### src/rtl/arbitro_mux2x1_if.sv
// Bus between two requesters and the round-robin burst arbiter feeding a shared 2:1 datapath.
// The slave modport is the arbiter's view; the master modport is the requesters' view.
interface arbitro_mux2x1_if;
   logic        req0;
   logic        req1;
   logic [15:0] entrada0;
   logic [15:0] entrada1;
   logic        ack0;
   logic        ack1;
   logic        M;
   logic [15:0] resultado;
   logic        valido;

   modport slave (
      input  req0, req1, entrada0, entrada1,
      output ack0, ack1, M, resultado, valido
   );

   modport master (
      output req0, req1, entrada0, entrada1,
      input  ack0, ack1, M, resultado, valido
   );
endinterface

### src/rtl/arbitro_mux2x1.sv
// Two-requester burst arbiter: grants up to MAX_RAJADA words per turn, alternates on ties,
// and registers the accepted word onto resultado one cycle after its ack.
module arbitro_mux2x1 #(
   parameter int unsigned MAX_RAJADA = 4
) (
   input logic               clock,
   input logic               reset_n,
   arbitro_mux2x1_if.slave   bus
);

   typedef enum logic [1:0] {
      LIVRE    = 2'd0,
      CONCEDE0 = 2'd1,
      CONCEDE1 = 2'd2
   } estado_t;

   localparam logic [3:0] LIMITE = 4'(MAX_RAJADA);

   estado_t     r_estado;
   estado_t     w_proximo;
   logic [3:0]  r_cont;
   logic        r_ultimo;
   logic        r_M;
   logic [15:0] r_resultado;
   logic        r_valido;
   logic        w_ack0;
   logic        w_ack1;
   logic        w_aceito;
   logic        w_fimRajada;

   assign w_ack0      = (r_estado == CONCEDE0) && bus.req0;
   assign w_ack1      = (r_estado == CONCEDE1) && bus.req1;
   assign w_aceito    = w_ack0 || w_ack1;
   assign w_fimRajada = w_aceito && ((r_cont + 4'd1) == LIMITE);

   // Burst ends either when the owner drops its request or when the word limit is hit;
   // at the limit the grant only moves if the other side is actually waiting.
   always_comb begin
      w_proximo = r_estado;
      unique case (r_estado)
         LIVRE: begin
            if (bus.req0 && bus.req1)
               w_proximo = r_ultimo ? CONCEDE0 : CONCEDE1;
            else if (bus.req0)
               w_proximo = CONCEDE0;
            else if (bus.req1)
               w_proximo = CONCEDE1;
         end
         CONCEDE0: begin
            if (!bus.req0)
               w_proximo = bus.req1 ? CONCEDE1 : LIVRE;
            else if (w_fimRajada && bus.req1)
               w_proximo = CONCEDE1;
         end
         CONCEDE1: begin
            if (!bus.req1)
               w_proximo = bus.req0 ? CONCEDE0 : LIVRE;
            else if (w_fimRajada && bus.req0)
               w_proximo = CONCEDE0;
         end
         default: w_proximo = LIVRE;
      endcase
   end

   // M follows the state being entered so it already points at the owner during its ack cycles.
   always_ff @(posedge clock or negedge reset_n) begin
      if (!reset_n) begin
         r_estado    <= LIVRE;
         r_cont      <= 4'd0;
         r_ultimo    <= 1'b1;
         r_M         <= 1'b0;
         r_resultado <= 16'h0000;
         r_valido    <= 1'b0;
      end else begin
         r_estado <= w_proximo;
         if (w_proximo == CONCEDE0)
            r_M <= 1'b0;
         else if (w_proximo == CONCEDE1)
            r_M <= 1'b1;
         r_valido <= w_aceito;
         if (w_ack0) begin
            r_resultado <= bus.entrada0;
            r_ultimo    <= 1'b0;
         end else if (w_ack1) begin
            r_resultado <= bus.entrada1;
            r_ultimo    <= 1'b1;
         end
         if (w_aceito && !w_fimRajada)
            r_cont <= r_cont + 4'd1;
         else
            r_cont <= 4'd0;
      end
   end

   assign bus.ack0      = w_ack0;
   assign bus.ack1      = w_ack1;
   assign bus.M         = r_M;
   assign bus.resultado = r_resultado;
   assign bus.valido    = r_valido;

endmodule

### src/flat_wrapper.sv
// flat-port wrapper written by rule: the top's interface ports become plain ports
module arbitro_mux2x1_flat 
#(
   parameter int unsigned MAX_RAJADA = 4
)
  (clock, reset_n, bus_req0, bus_req1, bus_entrada0, bus_entrada1, bus_ack0, bus_ack1, bus_M, bus_resultado, bus_valido);
  arbitro_mux2x1_if bus_i ();
  input logic clock;
  input logic reset_n;
  input wire logic [$bits(bus_i.req0)-1:0] bus_req0;
  input wire logic [$bits(bus_i.req1)-1:0] bus_req1;
  input wire logic [$bits(bus_i.entrada0)-1:0] bus_entrada0;
  input wire logic [$bits(bus_i.entrada1)-1:0] bus_entrada1;
  output wire logic [$bits(bus_i.ack0)-1:0] bus_ack0;
  output wire logic [$bits(bus_i.ack1)-1:0] bus_ack1;
  output wire logic [$bits(bus_i.M)-1:0] bus_M;
  output wire logic [$bits(bus_i.resultado)-1:0] bus_resultado;
  output wire logic [$bits(bus_i.valido)-1:0] bus_valido;
  assign bus_i.req0 = bus_req0;
  assign bus_i.req1 = bus_req1;
  assign bus_i.entrada0 = bus_entrada0;
  assign bus_i.entrada1 = bus_entrada1;
  assign bus_ack0 = bus_i.ack0;
  assign bus_ack1 = bus_i.ack1;
  assign bus_M = bus_i.M;
  assign bus_resultado = bus_i.resultado;
  assign bus_valido = bus_i.valido;
  arbitro_mux2x1 #(.MAX_RAJADA(MAX_RAJADA)) u_core (.clock(clock), .reset_n(reset_n), .bus(bus_i));
endmodule
### config.mk
export PLATFORM = sky130hd
export DESIGN_NAME = arbitro_mux2x1_flat
export DESIGN_NICKNAME = d
export VERILOG_FILES = /design/src/rtl/arbitro_mux2x1_if.sv /design/src/rtl/arbitro_mux2x1.sv /design/src/flat_wrapper.sv
export SDC_FILE = /design/constraint.sdc
export NUM_CORES = 1
export LEC_CHECK = 0
export CORE_MARGIN = 2
export CORE_UTILIZATION = 55
export DETAILED_ROUTE_END_ITERATION = 7
export DONT_BUFFER_PORTS = 1
export PLACE_DENSITY = 0.76
export SLEW_MARGIN = 20
export SYNTH_ARGS = -nofsm -noshare
export SYNTH_HDL_FRONTEND = slang
export SYNTH_SLANG_ARGS = --single-unit
### constraint.sdc
create_clock -name clock -period 5.2 [get_ports clock]
set_clock_uncertainty 0.1 [all_clocks]
set_input_delay 1.56 -clock clock [delete_from_list [all_inputs] [get_ports clock]]
set_output_delay 1.56 -clock clock [all_outputs]
set_load 0.05 [all_outputs]
==> flow_results.org <==
** Worst setup path
- The largest single stage delay on the critical path is 0.32 ns.
- The worst register-to-register path begins at u_core.r_cont[0].
- The slowest stage of the critical path is the buf_4 cell.
- The worst setup path is captured at an output port.
- For flop-to-flop paths, the worst setup slack is 2.94 ns.
- Critical path type :: in2out
- Setup crit start kind :: input port
- Worst-path fanout max :: 37
- Number of buffer and inverter stages on the critical path :: 3
- Counting cells, the worst reg-to-reg path comes to 7.
- Tracing the worst setup path back leads to its startpoint at bus_req0.
- Ordered cell list for the critical path :: nand3b_1 > buf_4 > inv_1 > buf_4
- Among the stages of the critical path, the cell type that occurs most often is buf_4.
- Crit Reg-Reg Endpoint :: u_core.bus.M
- Data required time at the worst endpoint :: 3.54 ns
- Family of cells with the greatest summed delay on the critical path :: buffers and inverters
- CP endpoint :: bus_ack0
- The critical path crosses 4 cells after its start point.
- Data arrives at the worst endpoint at 2.22 ns.

** CTS
- Counting along the longest clock path gives a buffer depth of 2.
- Worst-path clk slew :: 0.14 ns
- CTS placed an instance of clkbuf_4 at the clock tree root.
- TritonCTS built the clock tree.
- The number of gates resized after CTS was 0.
- Clock latency on the worst-skew pair, taken at its later pin, is 0.31 ns.
- Hold repair after CTS inserted 0 buffers.
- H-tree levels :: 1
- Buffers inserted during clock tree synthesis total 3.
- Clock tree synthesis found a total of 25 sinks.
- Total setup buffers inserted after CTS :: 0

** Placement
- The count of buffers added on input and output ports is 0.
- Area post-placement :: 0.00120 sq mm
- Placer Congestion :: 0.728
- Detailed placer's ending HPWL :: 1520 um

** Detailed routing
- DR WL/cell :: 14.7 um
- Count of antenna-violating nets left after detailed routing :: 0
- Via count :: 783
- Violation count after the first detailed-route iteration :: 3
- The pre-antenna-repair detailed-routing pass consisted of 4 iterations.
- Drt drc :: 0
- The routed design has 2070 um of wire.
- Avg Vias per Cell :: 5.55

** Finish
- Final standard cell area without fillers :: 0.00123 sq mm
- The net count of the finished layout is 153.
- In the final layout, the share of cells above drive strength 1 is 0.123.
- From synthesis to final layout, the design area changed by 5.72%.
- Leaving out fill and tap cells, the most frequent cells in the layout are dfrtp_1 (24), a21oi_1 (19), nor2_1 (18).
- Leading cell type in the layout, fill and taps excluded :: dfrtp_1
- Final design utilization :: 0.619
- The repair_antennas step left the layout with diodes totalling 0.

** STA
- The number of pins with negative max-slew slack in the final report was 0.
- The routed design could run at a clock period as short as 3.88 ns.
- Final-report setup violation count :: 0
- Of the available clock period, the critical path in the final layout requires 0.747.
- Worst Max-Slew Pin Slew :: 0.492 ns
- Max Freq :: 258 MHz
- In this run the tightest slew margin relative to its limit is 0.672.
- Adding up every negative setup slack in the final design gives 0 ns.
- Number of failing hold endpoints at the final stage :: 0
- Setup repair after global routing left no endpoint under its margin.

** Pwr
- Of the total power, combinational logic draws 0.160.
- Across the VDD grid, the largest voltage drop is 0.305 mV.
- For this design the static power due to leakage is 0.000647 uW.
- Dividing total power by cell area gives a power density of 573 mW/mm^2.
- Switching part of the total :: 0.514
- The internal portion of the total power is 342 uW.
- The analysis attributes to net switching a power of 361 uW.
- Sequential share of power :: 0.717
- The share of total power dissipated in the clock network is 0.123.

** Floorplan
- Chip height :: 49.9 um
- Number of primary I/O pins :: 56
- Site row count :: 16
- Standard cell core area :: 0.00198 sq mm
- For this configuration, the core starts out at a cell density of 0.585.
- From left edge to right edge, the die measures 49.9 um.
- Die footprint :: 0.00249 sq mm

** Global route
- The first global-routing pass estimated 3500 um of wire.
- Summed over all layers, the global routing overflow is 0.
- Maximum number of pins on one net before global-route repair :: 38
- Via count of the first global-routing pass :: 799
- Total routing resource utilization after global routing :: 0.186
- Initial antenna violation count :: 0

** Yosys
- Sequential share of the synthesized area :: 0.540
- After technology mapping, the gate count stands at 111.
- Number of nets produced by synthesis :: 149
- Synthesis instantiated 24 different standard cells from the library.
- Yosys printed 0 warnings.
- Flip-flop and latch count after synthesis :: 25
- In this run the cell area of the synthesized design comes to 0.00116 sq mm.
- Average size of a mapped cell :: 10.4 sq um

** Worst hold path
- Launch instance of the worst min-delay path :: u_core.r_ultimo
- The worst hold path belongs to the class reg2reg.

** Outcome
- The run finished with clean final reports.

** Job
- The tool flagged a number of max-cap violations equal to 0.
worst min-delay path by stage:
stage                           end  slack, ns  depth (start not counted)
finish              u_core.r_ultimo       0.40                          2
global placement    u_core.r_ultimo       0.36                          2
CTS                 u_core.r_ultimo       0.40                          2
global route        u_core.r_ultimo       0.42                          2
detailed placement  u_core.r_ultimo       0.38                          2
floorplan           u_core.r_ultimo       0.35                          2
flip-flops by register name, indices dropped and copies added, names as in the netlist:
register / flops
u_core.bus.M: 1
u_core.bus.valido: 1
u_core.bus.resultado: 16
u_core.r_cont: 4
u_core.r_ultimo: 1
u_core.r_estado: 2
cell families (layout without fill, tap and decap cells):
group | after synthesis | in the layout | share of synthesized area
buffers and inverters | 8 | 11 | 0.0313
AOI/OAI and AO/OA | 25 | 25 | 0.120
xor gates and xnor gates | 1 | 1 | 0.00755
adders and majority gates | 2 | 2 | 0.0216
and+or+nand+nor | 33 | 33 | 0.132
DFF | 25 | 25 | 0.540
muxes | 17 | 17 | 0.148
worst register-to-register path, delay by kind of cell (launching register included):
kind	cells	cell delay (ns)
and+or+nand+nor	3	0.84
adders and majority gates	2	0.48
DFF	1	0.40
AOI/OAI and AO/OA	2	0.35
metrics by stage:
step	std cells	worst slack [ns]	hold WS, ns	power [uW]
6_report	141	1.32	0.397	702
5_1_grt	141	1.26	0.420	738
4_1_cts	141	1.32	0.400	708
3_5_place_dp	137	1.32	0.379	625
3_3_place_gp	137	1.33	0.364	615
2_1_floorplan	111	1.20	0.353	594
power by group through the flow:
stage	clock [uW]	sequential (uW)	combinational, uW
3_5_place_dp	0	510	115
5_1_grt	94.6	512	131
3_3_place_gp	0	507	108
4_1_cts	88.1	506	114
2_1_floorplan	0	496	98.3
6_report	86.1	504	112
final cells by class:
type	instances	area, sq um
well taps	27	33.8
multi-input cells	78	497
fillers	161	756
clock buffers	3	22.5
inverters	3	11.3
repair buffers	4	30.0
flip-flops and latches	25	627
clock inverters	1	5.00
cells in the mapped netlist:
cell type / count / area share
a21o_1: 1 / 0.0065
a21oi_1: 19 / 0.082
a22o_2: 1 / 0.0086
a31oi_1: 1 / 0.0054
and3_2: 1 / 0.0065
and3b_2: 1 / 0.0086
buf_2: 2 / 0.0086
buf_4: 1 / 0.0065
clkbuf_1: 2 / 0.0065
dfrtp_1: 24 / 0.52
dfstp_2: 1 / 0.023
ha_1: 2 / 0.022
inv_1: 3 / 0.0097
mux2_2: 1 / 0.0097
mux2i_1: 16 / 0.14
nand2_1: 8 / 0.026
nand3_1: 1 / 0.0043
nand3b_1: 2 / 0.013
nor2_1: 18 / 0.058
o211ai_1: 2 / 0.013
o21ai_0: 1 / 0.0043
or3_1: 1 / 0.0054
or3b_4: 1 / 0.0097
xor2_1: 1 / 0.0076
per-layer routing:
metal,routed length [um],GRT usage
met1,886,0.233
met2,1040,0.309
met3,127,0.0485
met4,13,0.0694
met5,0,0
(Power assumes the default switching activity.)
